==> src/rtl/uart_rx_fifo.sv <==
// Receive-side 8N1 UART: 2-FF synchroniser, start/data/stop FSM and a small byte FIFO
// with registered head, framing-error and overrun pulses.
module uart_rx_fifo #(
    parameter int unsigned clk_freq       = 50000000,
    parameter int unsigned uart_baud_rate = 115200,
    parameter int unsigned fifo_depth     = 4
) (
    input  logic                          clk,
    input  logic                          rst,
    input  logic                          uart_rxd,
    output logic [7:0]                    rx_data,
    output logic                          rx_avail,
    input  logic                          rx_ack,
    output logic [$clog2(fifo_depth):0]   rx_level,
    output logic                          frame_err,
    output logic                          overrun
);

    localparam int unsigned BIT_CYCLES  = clk_freq / uart_baud_rate;
    localparam int unsigned HALF_CYCLES = BIT_CYCLES / 2;
    localparam int unsigned CW          = (BIT_CYCLES > 1) ? $clog2(BIT_CYCLES) : 1;
    localparam int unsigned PW          = $clog2(fifo_depth);

    localparam logic [CW-1:0] BIT_LAST   = CW'(BIT_CYCLES - 1);
    localparam logic [CW-1:0] HALF_LAST  = CW'(HALF_CYCLES - 1);
    localparam logic [PW:0]   FULL_LEVEL = (PW + 1)'(fifo_depth);

    typedef enum logic [2:0] {
        S_IDLE,
        S_START,
        S_DATA,
        S_STOP,
        S_BREAK
    } state_t;

    state_t          state;
    logic [CW-1:0]   cnt;
    logic [2:0]      bit_idx;
    logic [7:0]      shreg;
    logic            rx_meta;
    logic            rxs;

    logic [7:0]      mem [fifo_depth];
    logic [PW-1:0]   wr_ptr;
    logic [PW-1:0]   rd_ptr;
    logic [PW-1:0]   rd_next;
    logic [7:0]      head_next;
    logic            push;
    logic            pop;
    logic            full;
    logic            do_push;

    always_ff @(posedge clk or negedge rst) begin
        if (!rst) begin
            rx_meta <= 1'b1;
            rxs     <= 1'b1;
        end else begin
            rx_meta <= uart_rxd;
            rxs     <= rx_meta;
        end
    end

    always_ff @(posedge clk or negedge rst) begin
        if (!rst) begin
            state     <= S_IDLE;
            cnt       <= '0;
            bit_idx   <= '0;
            shreg     <= '0;
            frame_err <= 1'b0;
        end else begin
            frame_err <= 1'b0;
            case (state)
                S_IDLE: begin
                    if (!rxs) begin
                        state <= S_START;
                        cnt   <= '0;
                    end
                end
                S_START: begin
                    if (cnt == HALF_LAST) begin
                        cnt     <= '0;
                        bit_idx <= '0;
                        state   <= rxs ? S_IDLE : S_DATA;
                    end else begin
                        cnt <= cnt + 1'b1;
                    end
                end
                S_DATA: begin
                    if (cnt == BIT_LAST) begin
                        cnt   <= '0;
                        shreg <= {rxs, shreg[7:1]};
                        if (bit_idx == 3'd7) begin
                            state <= S_STOP;
                        end else begin
                            bit_idx <= bit_idx + 1'b1;
                        end
                    end else begin
                        cnt <= cnt + 1'b1;
                    end
                end
                S_STOP: begin
                    if (cnt == BIT_LAST) begin
                        cnt <= '0;
                        if (rxs) begin
                            state <= S_IDLE;
                        end else begin
                            frame_err <= 1'b1;
                            state     <= S_BREAK;
                        end
                    end else begin
                        cnt <= cnt + 1'b1;
                    end
                end
                S_BREAK: begin
                    if (rxs) begin
                        state <= S_IDLE;
                    end
                end
                default: state <= S_IDLE;
            endcase
        end
    end

    // Push is decided on the stop-sample edge itself; the head register bypasses
    // the array when the FIFO would otherwise be empty after this cycle's pop.
    always_comb begin
        push      = (state == S_STOP) && (cnt == BIT_LAST) && rxs;
        pop       = rx_ack && (rx_level != '0);
        full      = (rx_level == FULL_LEVEL);
        do_push   = push && (!full || pop);
        rd_next   = rd_ptr + PW'(pop);
        head_next = (do_push && (rx_level == (PW + 1)'(pop))) ? shreg : mem[rd_next];
        rx_avail  = (rx_level != '0);
    end

    always_ff @(posedge clk) begin
        if (do_push) begin
            mem[wr_ptr] <= shreg;
        end
    end

    always_ff @(posedge clk or negedge rst) begin
        if (!rst) begin
            wr_ptr   <= '0;
            rd_ptr   <= '0;
            rx_level <= '0;
            rx_data  <= '0;
            overrun  <= 1'b0;
        end else begin
            overrun <= push && full && !pop;
            rd_ptr  <= rd_next;
            rx_data <= head_next;
            if (do_push) begin
                wr_ptr <= wr_ptr + 1'b1;
            end
            case ({do_push, pop})
                2'b10:   rx_level <= rx_level + 1'b1;
                2'b01:   rx_level <= rx_level - 1'b1;
                default: rx_level <= rx_level;
            endcase
        end
    end

endmodule

==> config.mk <==
export PLATFORM = sky130hd
export DESIGN_NAME = uart_rx_fifo
export DESIGN_NICKNAME = d
export VERILOG_FILES = /design/src/rtl/uart_rx_fifo.sv
export SDC_FILE = /design/constraint.sdc
export NUM_CORES = 1
export LEC_CHECK = 0
export CORE_ASPECT_RATIO = 0.75
export CORE_MARGIN = 8
export CORE_UTILIZATION = 55
export CTS_CLUSTER_DIAMETER = 150
export DETAILED_ROUTE_END_ITERATION = 6
export PLACE_DENSITY = 0.7
export SLEW_MARGIN = 20
export SYNTH_ARGS = -nofsm -noshare
export SYNTH_HDL_FRONTEND = slang
export SYNTH_SLANG_ARGS = --single-unit
==> constraint.sdc <==
create_clock -name clk -period 2.59 [get_ports clk]
set_input_delay 0.518 -clock clk [delete_from_list [all_inputs] [get_ports clk]]
set_output_delay 0.518 -clock clk [all_outputs]
set_load 0.05 [all_outputs]
# Yosys cells after proc, flatten, opt, wreduce, memory -nomap -nowiden
# Memories as Yosys holds them, arrays and structs flattened.
# Index checks and enable logic that the tools add are counted.
# op_classes
add_sub_neg	6
n_eq_ne	18
muxes	24
n_reduce_logical	20
# ops
cell	n
$mux W3	10
$mux W9	3
$pmux W9 S3	1
$pmux W3 S5	1
$ne A2 B2 Y1 const B	7
$pmux W3 S2	2
$add A9 B1 Y9 const B	1
$eq A3 B3 Y1 const B	3
$eq A9 B8 Y1 const B	1
$eq A9 B9 Y1 const B	1
$mux W8	1
$logic_and A1 B1 Y1	7
$add A3 B1 Y3 const B	2
$eq A3 B2 Y1 const B	2
$reduce_and A6 Y1	1
$reduce_bool A3 Y1	2
$mux W1	5
$reduce_and A2 Y1	2
$reduce_and A4 Y1	1
$reduce_bool A2 Y1	2
$eq A3 B1 Y1	1
$eq A3 B1 Y1 const B	1
$logic_not A3 Y1	1
$sub A3 B1 Y3 const B	1
other kinds (8)	9
# totals
ff_bits	42
mem_bits_rw	32
input_bits	4
mem_count	1
word_cells	81
# memory_table
memory	words	word_bits	rd	rd_clocked_by_memory_dff	write_ports	line_no	text
mem	4	8	1	0	1	43	logic [7:0] mem [fifo_depth];

# Longest topological paths before layout
# Gate-level depths: netlist of run 1.
# logic_depth
ltp_word	6
depth_mapped	13
depth_no_buf	12

# Worst setup path after synthesis of run 1
# OpenSTA, ideal clock, no wires.
# synth_path
kind	register to register
start	reg rx_level[0]
end	reg rx_data[0]
path_stages_with_launch	8
t_required_ns	2.465
path_slack_ns	-0.431
setup_time_ns	0.125
t_arrival_ns	2.896
n_path_buf	1
cell_sequence	dfrtp_1 -> inv_1 -> nand2_1 -> and2_1 -> ha_1 -> buf_1 -> mux4_2 -> mux2_2
# synth_between
word_cells_on_any_way	11
cone_classes	1 x add/sub; 2 x eq/ne; 1 x mux; 6 x reduce/logical; 1 x memory
# synth_lines
element	line_no	text
start, declared	14	output logic [$clog2(fifo_depth):0] rx_level,
start signal, assigned	157	2'b10: rx_level <= rx_level + 1'b1;
start signal, assigned	158	2'b01: rx_level <= rx_level - 1'b1;
start signal, assigned	159	default: rx_level <= rx_level;
$reduce_bool A3 Y1	--	
net rx_avail	12	output logic rx_avail,
$logic_and A1 B1 Y1	128	pop = rx_ack && (rx_level != '0);
$add A2 B1 Y2	131	rd_next = rd_ptr + PW'(pop);
net rd_next[0]	46	logic [PW-1:0] rd_next;
$mem_v2 Z4 W8	--	
$mux W8	132	head_next = (do_push && (rx_level == (PW + 1)'(pop))) ? shreg : mem[rd_next];
net head_next[0]	47	logic [7:0] head_next;
end signal, assigned	152	rx_data <= head_next;
end, declared	11	output logic [7:0] rx_data,
# The timed path passes the listed nets, and every way through them passes these cells.
# A chain may end at the register's enable or synchronous reset.

# Worst setup path in the final report of run 1
# layout_path
start	in rx_ack
end	reg rx_level[2]
# layout_between
elab_chain_cells	5
word_cells_on_any_way	7
cone_classes	2 x eq/ne; 1 x mux; 4 x reduce/logical
# layout_rtl
element	line_no	text
start, declared	13	input logic rx_ack,
$logic_and A1 B1 Y1 *	128	
$logic_or A1 B1 Y1	130	do_push = push && (!full || pop);
$logic_and A1 B1 Y1	130	
$eq A2 B1 Y1 / $eq A2 B2 Y1 (equally long branches)	156	case ({do_push, pop})
$pmux W3 S2 / $reduce_bool A2 Y1 (equally long branches)	--	
# Mark *: on every way between the ends. The rest lies on a longest branch, timed or not.

==> results of run 1 <==
how the worst max path moves through the flow:
stage | depth (start not counted) | to | slack (ps)
final | 10 | rx_level[2]$_DFFE_PN0P_ | 200
after global routing | 10 | rx_level[2]$_DFFE_PN0P_ | 80
after CTS | 10 | rx_level[2]$_DFFE_PN0P_ | 200
after detailed placement | 10 | rx_level[2]$_DFFE_PN0P_ | -160
after global placement | 10 | rx_level[2]$_DFFE_PN0P_ | -120
after floorplan | 7 | rx_data[0]$_DFF_PN0_ | 50
per-stage QoR:
step,worst slack [ps],hold slack [ps],utilization
finish,197,184,0.662
global route,82.8,228,0.662
CTS,197,205,0.662
detailed placement,-161,347,0.624
global placement,-122,348,0.624
floorplan,52.3,222,-
synth_stat cells, drive strengths merged (4+ instances only):
| master | n |
|---|---|
| a21oi | 6 |
| and2 | 5 |
| buf | 7 |
| dfrtp | 40 |
| edfxtp | 32 |
| ha | 11 |
| inv | 11 |
| mux2 | 18 |
| mux2i | 4 |
| mux4 | 8 |
| nand2 | 21 |
| nand3 | 4 |
| nor2 | 11 |
| nor3 | 4 |
| o211ai | 4 |
| o21ai | 7 |
cell type report:
cell class / instances / area, µm² / share of cell area
Multi-Input combinational cell: 139 / 1190 / 0.311
Clock buffer: 11 / 141 / 0.0369
Tap cell: 78 / 97.6 / 0.0254
Inverter: 11 / 41.3 / 0.0108
Sequential cell: 74 / 2020 / 0.526
Timing Repair Buffer: 27 / 265 / 0.0691
Clock inverter: 5 / 78.8 / 0.0205
metal layers:
layer	GRT usage	wire length [µm]	up-vias
met2	0.200	2460	56
li1	-	-	906
met5	0	0	-
met3	0.0532	365	9
met4	0.0646	82	0
met1	0.219	3100	946
placed cells by master, fill, tap and decap left out, types with 3 or more instances in the layout:
master,count
sky130_fd_sc_hd__nor3_1,3
sky130_fd_sc_hd__mux4_2,8
sky130_fd_sc_hd__o211ai_1,4
sky130_fd_sc_hd__and2_1,5
sky130_fd_sc_hd__nor2_1,11
sky130_fd_sc_hd__o22ai_1,3
sky130_fd_sc_hd__clkbuf_8,10
sky130_fd_sc_hd__nand2_1,19
sky130_fd_sc_hd__edfxtp_1,32
sky130_fd_sc_hd__clkdlybuf4s50_1,16
sky130_fd_sc_hd__dfrtp_1,37
sky130_fd_sc_hd__inv_1,11
sky130_fd_sc_hd__dfrtp_2,3
sky130_fd_sc_hd__mux2i_1,4
sky130_fd_sc_hd__ha_1,11
sky130_fd_sc_hd__a21oi_1,4
sky130_fd_sc_hd__buf_4,8
sky130_fd_sc_hd__mux2_2,17
sky130_fd_sc_hd__nand3_1,4
sky130_fd_sc_hd__o21ai_0,6
cells by family after synthesis:
logic type                 Yosys count  synth area share
adders and majority gates           12            0.0481
DFF                                 74             0.615
buffers and inverters               18            0.0241
and+or+nand+nor                     64             0.113
AOI/OAI and AO/OA                   28            0.0580
xor gates and xnor gates             5            0.0134
muxes                               30             0.129
power groups by stage:
stage	logic, mW	clock network (mW)	registers [mW]
2_1_floorplan	0.300	0	1.41
3_3_place_gp	0.658	0	1.33
3_5_place_dp	0.666	0	1.33
4_1_cts	0.668	0.996	1.31
5_1_grt	0.708	1.05	1.31
6_report	0.654	0.982	1.30
registers in the layout (all words and copies together), names as in the netlist:
name and flops:
mem 32, cnt 9, rx_data 8, shreg 8, bit_idx 3, rx_level 3
state 3, rd_ptr 2, wr_ptr 2, frame_err 1, overrun 1, rx_meta 1
rxs 1
worst max-delay path: cells and delay by family:
| kind | cells | cell delay, ps |
|---|---|---|
| XOR/XNOR | 2 | 310 |
| adder cells (fa/ha/maj) | 2 | 520 |
| buffers and inverters | 3 | 540 |
| AND/OR/NAND/NOR | 3 | 770 |
==> metrics.txt, run 1 <==
# TYPE chip_impl_metric gauge
chip_impl_metric{name="finalHoldViolations",unit=""} 0
chip_impl_metric{name="fillers",unit=""} 414
chip_impl_metric{name="net_switching_share_of_the_total_power",unit=""} 0.271
chip_impl_metric{name="cp_data_arrival_time",unit="ps"} 2660
chip_impl_metric{name="antenna-diode-count",unit=""} 0
chip_impl_info{name="critPathLaunch",value="rx_ack"} 1
chip_impl_metric{name="worst_clock_skew",unit="ps"} 10.3
chip_impl_info{name="reg2reg_from",value="cnt[1]$_DFFE_PN0P_"} 1
chip_impl_metric{name="ys_ff_latch",unit=""} 74
chip_impl_metric{name="syn_avg_cell_area",unit="µm²"} 14.2
chip_impl_info{name="netlist_top_cells_area",value="sky130_fd_sc_hd__dfrtp_1, sky130_fd_sc_hd__edfxtp_1, sky130_fd_sc_hd__mux2_2"} 1
chip_impl_metric{name="p_leak",unit="nW"} 1.67
chip_impl_metric{name="netSwitchingPower",unit="µW"} 796
chip_impl_metric{name="drt_iter0_drc",unit=""} 125
chip_impl_metric{name="antenna_found_initial",unit=""} 0
chip_impl_metric{name="finalPower",unit="mW"} 2.94
chip_impl_metric{name="worst-slew-pin-transition",unit="ps"} 623
chip_impl_metric{name="post_cts_hold_buffer_count",unit=""} 0
chip_impl_metric{name="vias_per_cell",unit=""} 5.56
chip_impl_metric{name="post_synth_num_cell_types",unit=""} 50
chip_impl_metric{name="fp.dieW",unit="µm"} 105
chip_impl_metric{name="first_global_vias",unit=""} 1886
chip_impl_metric{name="proportion_of_power_drawn_by_the_clock_network",unit=""} 0.334
chip_impl_metric{name="fin_tns_setup",unit="ps"} 0
chip_impl_metric{name="count_of_nets_after_finishing",unit=""} 278
chip_impl_metric{name="yosys_warnings",unit=""} 0
chip_impl_metric{name="post_layout_nonfiller_instances",unit=""} 345
chip_impl_metric{name="design_area",unit="µm²"} 3840
chip_impl_metric{name="synthesis.area",unit="µm²"} 3280
chip_impl_info{name="synth_top_flop_cell",value="sky130_fd_sc_hd__dfrtp_1"} 1
chip_impl_info{name="critical_path_class",value="in -> reg"} 1
chip_impl_info{name="cts-root-buf",value="sky130_fd_sc_hd__clkbuf_8"} 1
chip_impl_metric{name="cellInternalPower",unit="mW"} 2.15
chip_impl_metric{name="drv_cap",unit=""} 0
chip_impl_metric{name="final.min_clock_period",unit="ps"} 2390
chip_impl_metric{name="post_cts_resized",unit=""} 0
chip_impl_metric{name="seq_area_frac_synth",unit=""} 0.615
chip_impl_metric{name="globalplace.congestion",unit=""} 0.784
chip_impl_metric{name="max_slew_margin",unit=""} 0.584
chip_impl_metric{name="synth_async_sr_flop_share",unit=""} 0.568
chip_impl_metric{name="detail_route.wl_per_cell",unit="µm"} 17.4
chip_impl_metric{name="fmax",unit="MHz"} 418
chip_impl_metric{name="port_buffers",unit=""} 17
chip_impl_metric{name="tritoncts_num_sinks",unit=""} 74
chip_impl_metric{name="cp_data_required_time",unit="ps"} 2860
chip_impl_metric{name="setup_viol",unit=""} 0
chip_impl_metric{name="io_pins",unit=""} 18
chip_impl_metric{name="comb_power_share",unit=""} 0.222
chip_impl_metric{name="cts.clk_slew.worst_paths",unit="ps"} 80
chip_impl_metric{name="grt-ovfl-total",unit=""} 0
chip_impl_metric{name="critical_path.max_fanout",unit=""} 3
chip_impl_metric{name="report.final.slew_viol_count",unit=""} 0
chip_impl_metric{name="grt.total_usage",unit=""} 0.152
chip_impl_metric{name="ir_worst_vdd",unit="V"} 0.000714
chip_impl_metric{name="hpwl",unit="µm"} 4070
chip_impl_metric{name="place_area",unit="µm²"} 3620
chip_impl_metric{name="drt_first_pass_iters",unit=""} 4
chip_impl_metric{name="setup.reg_to_reg.worst_slack",unit="ps"} 240
chip_impl_info{name="cp-start-kind",value="input port"} 1
chip_impl_info{name="critPathSlowestCell",value="sky130_fd_sc_hd__or4b_1"} 1
chip_impl_metric{name="detailroute.via_count",unit=""} 1917
chip_impl_info{name="critPathCaptureType",value="flip-flop"} 1
chip_impl_metric{name="pwr_density_cell",unit="nW/µm²"} 767
chip_impl_metric{name="placed_insts",unit=""} 329
chip_impl_metric{name="synth_fp_nets",unit=""} 247
chip_impl_info{name="crit_chain",value="clkdlybuf4s50_1 -> or4b_1 -> nor3b_4 -> inv_1 -> ha_1 -> inv_1 -> fa_1 -> xor2_1 -> nor2_1 -> xor2_1"} 1
chip_impl_metric{name="grt_start_max_net_pins",unit=""} 27
chip_impl_metric{name="floorplan.rows",unit=""} 24
chip_impl_metric{name="cts_max_level",unit=""} 3
chip_impl_metric{name="post-cts-setup-buffer-count",unit=""} 0
chip_impl_metric{name="route.antenna.remaining_nets",unit=""} 0
chip_impl_metric{name="drc",unit=""} 0
chip_impl_metric{name="core",unit="µm²"} 5800
chip_impl_metric{name="slowest_delay",unit="ps"} 490
chip_impl_metric{name="timing.reg2reg.worst_path_depth",unit=""} 7
chip_impl_metric{name="number_of_synthesized_flops_with_an_enable_pin",unit=""} 32
chip_impl_metric{name="clockBufferDepth",unit=""} 2
chip_impl_metric{name="initial_utilization",unit=""} 0.565
chip_impl_metric{name="die_height",unit="µm"} 82.8
chip_impl_metric{name="synthDominantCellAreaShare",unit=""} 0.305
chip_impl_info{name="hp-class",value="in -> async"} 1
chip_impl_metric{name="area_growth_syn_to_layout",unit="%"} 17.1
chip_impl_info{name="timing.rr.end",value="mem[0][2]$_DFFE_PP_"} 1
chip_impl_metric{name="wire_length_of_the_first_global_routing_pass",unit="µm"} 10100
chip_impl_info{name="synth_top_cell_by_area",value="sky130_fd_sc_hd__dfrtp_1"} 1
chip_impl_metric{name="seq_power_share",unit=""} 0.444
chip_impl_info{name="rsz_0062_raised_after_global_routing",value="no"} 1
chip_impl_info{name="status",value="completed"} 1
chip_impl_metric{name="insertion_delay",unit="ps"} 350
chip_impl_info{name="cts_tree",value="built"} 1
chip_impl_metric{name="post_route_cells_drive_above_1_share",unit=""} 0.251
chip_impl_metric{name="tritoncts.num_buffers",unit=""} 9
chip_impl_metric{name="post-route-period-util",unit=""} 0.924
chip_impl_metric{name="dieArea",unit="µm²"} 8710
chip_impl_metric{name="wirelength",unit="µm"} 6010
chip_impl_metric{name="netlist_instances",unit=""} 231
(Power assumes the default switching activity.)
==> run 2: changes to the inputs <==
==> constraint.sdc (replaced) <==
create_clock -name clk -period 2.7 [get_ports clk]
set_input_delay 0.54 -clock clk [delete_from_list [all_inputs] [get_ports clk]]
set_output_delay 0.54 -clock clk [all_outputs]
set_load 0.05 [all_outputs]
==> run 2 against run 1 <==
Utilization down 1.3 points; critical endpoint unchanged; clock power down 19%; flip-flop and latch count unchanged; combinational power shrank 8.9%; final area decreased by 2.0%; via count decreased by 1.6%; sequential share of layout area increased by 0.95 points.
==> metrics.txt, run 2 (synthesis gave the netlist of run 1 again) <==
# TYPE chip_impl_metric gauge
chip_impl_metric{name="area_growth_syn_to_layout",unit="%"} 14.8
chip_impl_metric{name="finalPower",unit="mW"} 2.64
chip_impl_metric{name="design_area",unit="µm²"} 3760
chip_impl_info{name="cp-start-kind",value="input port"} 1
chip_impl_info{name="critPathCaptureType",value="flip-flop"} 1
chip_impl_metric{name="post_layout_nonfiller_instances",unit=""} 342
chip_impl_metric{name="cp_data_arrival_time",unit="ps"} 2660
chip_impl_metric{name="grt.total_usage",unit=""} 0.152
chip_impl_metric{name="vias_per_cell",unit=""} 5.52
chip_impl_metric{name="fp.dieW",unit="µm"} 105
chip_impl_info{name="reg.largest.list",value="mem (32), cnt (9)"} 1
chip_impl_metric{name="fin_tns_setup",unit="ps"} 0
chip_impl_metric{name="final_worst_hold_slack",unit="ps"} 109
chip_impl_metric{name="drv_cap",unit=""} 0
chip_impl_metric{name="max_slew_margin",unit=""} 0.622
chip_impl_metric{name="detail_route.wl_per_cell",unit="µm"} 17.1
chip_impl_metric{name="tritoncts_num_sinks",unit=""} 74
chip_impl_metric{name="hpwl",unit="µm"} 4080
chip_impl_metric{name="place_ws",unit="ps"} -71.2
chip_impl_metric{name="antenna-diode-count",unit=""} 0
chip_impl_info{name="critical_path_class",value="in -> reg"} 1
chip_impl_info{name="mostFrequentLayoutCells",value="sky130_fd_sc_hd__dfrtp_1, sky130_fd_sc_hd__edfxtp_1, sky130_fd_sc_hd__nand2_1, sky130_fd_sc_hd__mux2_2, sky130_fd_sc_hd__clkdlybuf4s50_1"} 1
chip_impl_metric{name="final_critical_path_setup_slack",unit="ps"} 312
chip_impl_metric{name="port_buffers",unit=""} 17
chip_impl_metric{name="setup_viol",unit=""} 0
chip_impl_metric{name="fmax",unit="MHz"} 419
chip_impl_metric{name="core",unit="µm²"} 5800
chip_impl_metric{name="dieArea",unit="µm²"} 8710
chip_impl_metric{name="grt_start_max_net_pins",unit=""} 29
chip_impl_metric{name="drt_iter0_drc",unit=""} 139
chip_impl_metric{name="io_pins",unit=""} 18
chip_impl_metric{name="placed_insts",unit=""} 327
chip_impl_metric{name="drt_first_pass_iters",unit=""} 4
chip_impl_metric{name="cts.clk_slew.worst_paths",unit="ps"} 70
chip_impl_metric{name="drc",unit=""} 0
chip_impl_metric{name="cp_data_required_time",unit="ps"} 2970
chip_impl_metric{name="final.min_clock_period",unit="ps"} 2390
chip_impl_metric{name="post-route-period-util",unit=""} 0.885
chip_impl_info{name="cts_tree",value="built"} 1
chip_impl_metric{name="post-cts-setup-buffer-count",unit=""} 0
chip_impl_metric{name="tritoncts.num_buffers",unit=""} 9
chip_impl_metric{name="number_of_flip_flops_in_the_largest_register",unit=""} 32
chip_impl_metric{name="final_core_util",unit=""} 0.649
chip_impl_info{name="grt.busiest_layer",value="met1"} 1
chip_impl_metric{name="wirelength",unit="µm"} 5830
chip_impl_metric{name="count_of_nets_after_finishing",unit=""} 276
chip_impl_metric{name="grt-ovfl-total",unit=""} 0
chip_impl_metric{name="wire_length_of_the_first_global_routing_pass",unit="µm"} 10300
chip_impl_info{name="max_flop_register",value="mem"} 1
chip_impl_metric{name="grt_use_met2",unit=""} 0.210
chip_impl_metric{name="post_cts_hold_buffer_count",unit=""} 0
chip_impl_info{name="hp-class",value="in -> async"} 1
chip_impl_info{name="status",value="completed"} 1
chip_impl_metric{name="insertion_delay",unit="ps"} 340
chip_impl_metric{name="route.antenna.remaining_nets",unit=""} 0
chip_impl_metric{name="globalplace.congestion",unit=""} 0.763
chip_impl_metric{name="critical_path.max_fanout",unit=""} 2
chip_impl_metric{name="place_area",unit="µm²"} 3580
chip_impl_metric{name="first_global_vias",unit=""} 1997
chip_impl_metric{name="globalRouteMet1Util",unit=""} 0.213
chip_impl_metric{name="report.final.slew_viol_count",unit=""} 0
chip_impl_metric{name="ir_worst_vdd",unit="V"} 0.000634
chip_impl_metric{name="worst_clock_skew",unit="ps"} 6.20
chip_impl_metric{name="detailroute.via_count",unit=""} 1887
chip_impl_info{name="rsz_0062_raised_after_global_routing",value="no"} 1
chip_impl_metric{name="groute.layer.met3.usage",unit=""} 0.0586
chip_impl_metric{name="cts_max_level",unit=""} 3
chip_impl_metric{name="initial_utilization",unit=""} 0.565
chip_impl_metric{name="floorplan.rows",unit=""} 24
chip_impl_metric{name="post_cts_resized",unit=""} 0
chip_impl_metric{name="clockBufferDepth",unit=""} 2
chip_impl_metric{name="post_route_cells_drive_above_1_share",unit=""} 0.220
chip_impl_metric{name="die_height",unit="µm"} 82.8
chip_impl_metric{name="pwr_density_cell",unit="nW/µm²"} 701
chip_impl_info{name="cts-root-buf",value="sky130_fd_sc_hd__clkbuf_8"} 1
chip_impl_metric{name="worst-slew-pin-transition",unit="ps"} 566
chip_impl_metric{name="p_leak",unit="nW"} 1.63
chip_impl_info{name="mostFrequentLayoutCell",value="sky130_fd_sc_hd__dfrtp_1"} 1
chip_impl_metric{name="finalHoldViolations",unit=""} 0
chip_impl_metric{name="antenna_found_initial",unit=""} 0
## run 2: where the power goes
group | switching (mW) | leakage (nW) | total [mW] | internal [mW]
combinational | 0.327 | 0.619 | 0.596 | 0.270
clock | 0.372 | 0.0841 | 0.792 | 0.420
sequential | 0.0369 | 0.926 | 1.25 | 1.21
## run 2: cell type report
class | instances | area [µm²]
fill | 439 | 2030
sequential | 74 | 2010
multi-input combinational | 139 | 1190
timing repair buffer | 25 | 238
clock buffer | 12 | 135
tap | 78 | 97.6
clock inverter | 3 | 41.3
inverter | 11 | 41.3
## run 2: final timing paths
check	start	end	slack, ps	depth (start not counted)
setup / recovery	rx_ack	rx_level[2]$_DFFE_PN0P_	310	10
hold / removal	rst	shreg[1]$_DFFE_PN0P_	110	1
setup reg to reg	cnt[1]$_DFFE_PN0P_	rx_level[1]$_DFFE_PN0P_	370	10
hold reg to reg	rx_meta$_DFF_PN1_	rxs$_DFF_PN1_	360	0
max in group asynchronous	rst	rxs$_DFF_PN1_	1840	2
min in group clk	rx_meta$_DFF_PN1_	rxs$_DFF_PN1_	360	0
## run 2: layer usage
layer,up-vias,part of all wire
met4,0,0.0067
met2,47,0.44
met3,4,0.054
met1,940,0.50
li1,896,-
met5,-,0
## run 2: critical path, cell delays in order
cell and delay, ps:
sky130_fd_sc_hd__clkdlybuf4s50_1 410, sky130_fd_sc_hd__or4b_1 490, sky130_fd_sc_hd__nor3b_4 170, sky130_fd_sc_hd__inv_1 70
sky130_fd_sc_hd__ha_1 160, sky130_fd_sc_hd__inv_1 50, sky130_fd_sc_hd__fa_1 360, sky130_fd_sc_hd__xor2_1 150
sky130_fd_sc_hd__nor2_1 110, sky130_fd_sc_hd__xor2_1 150
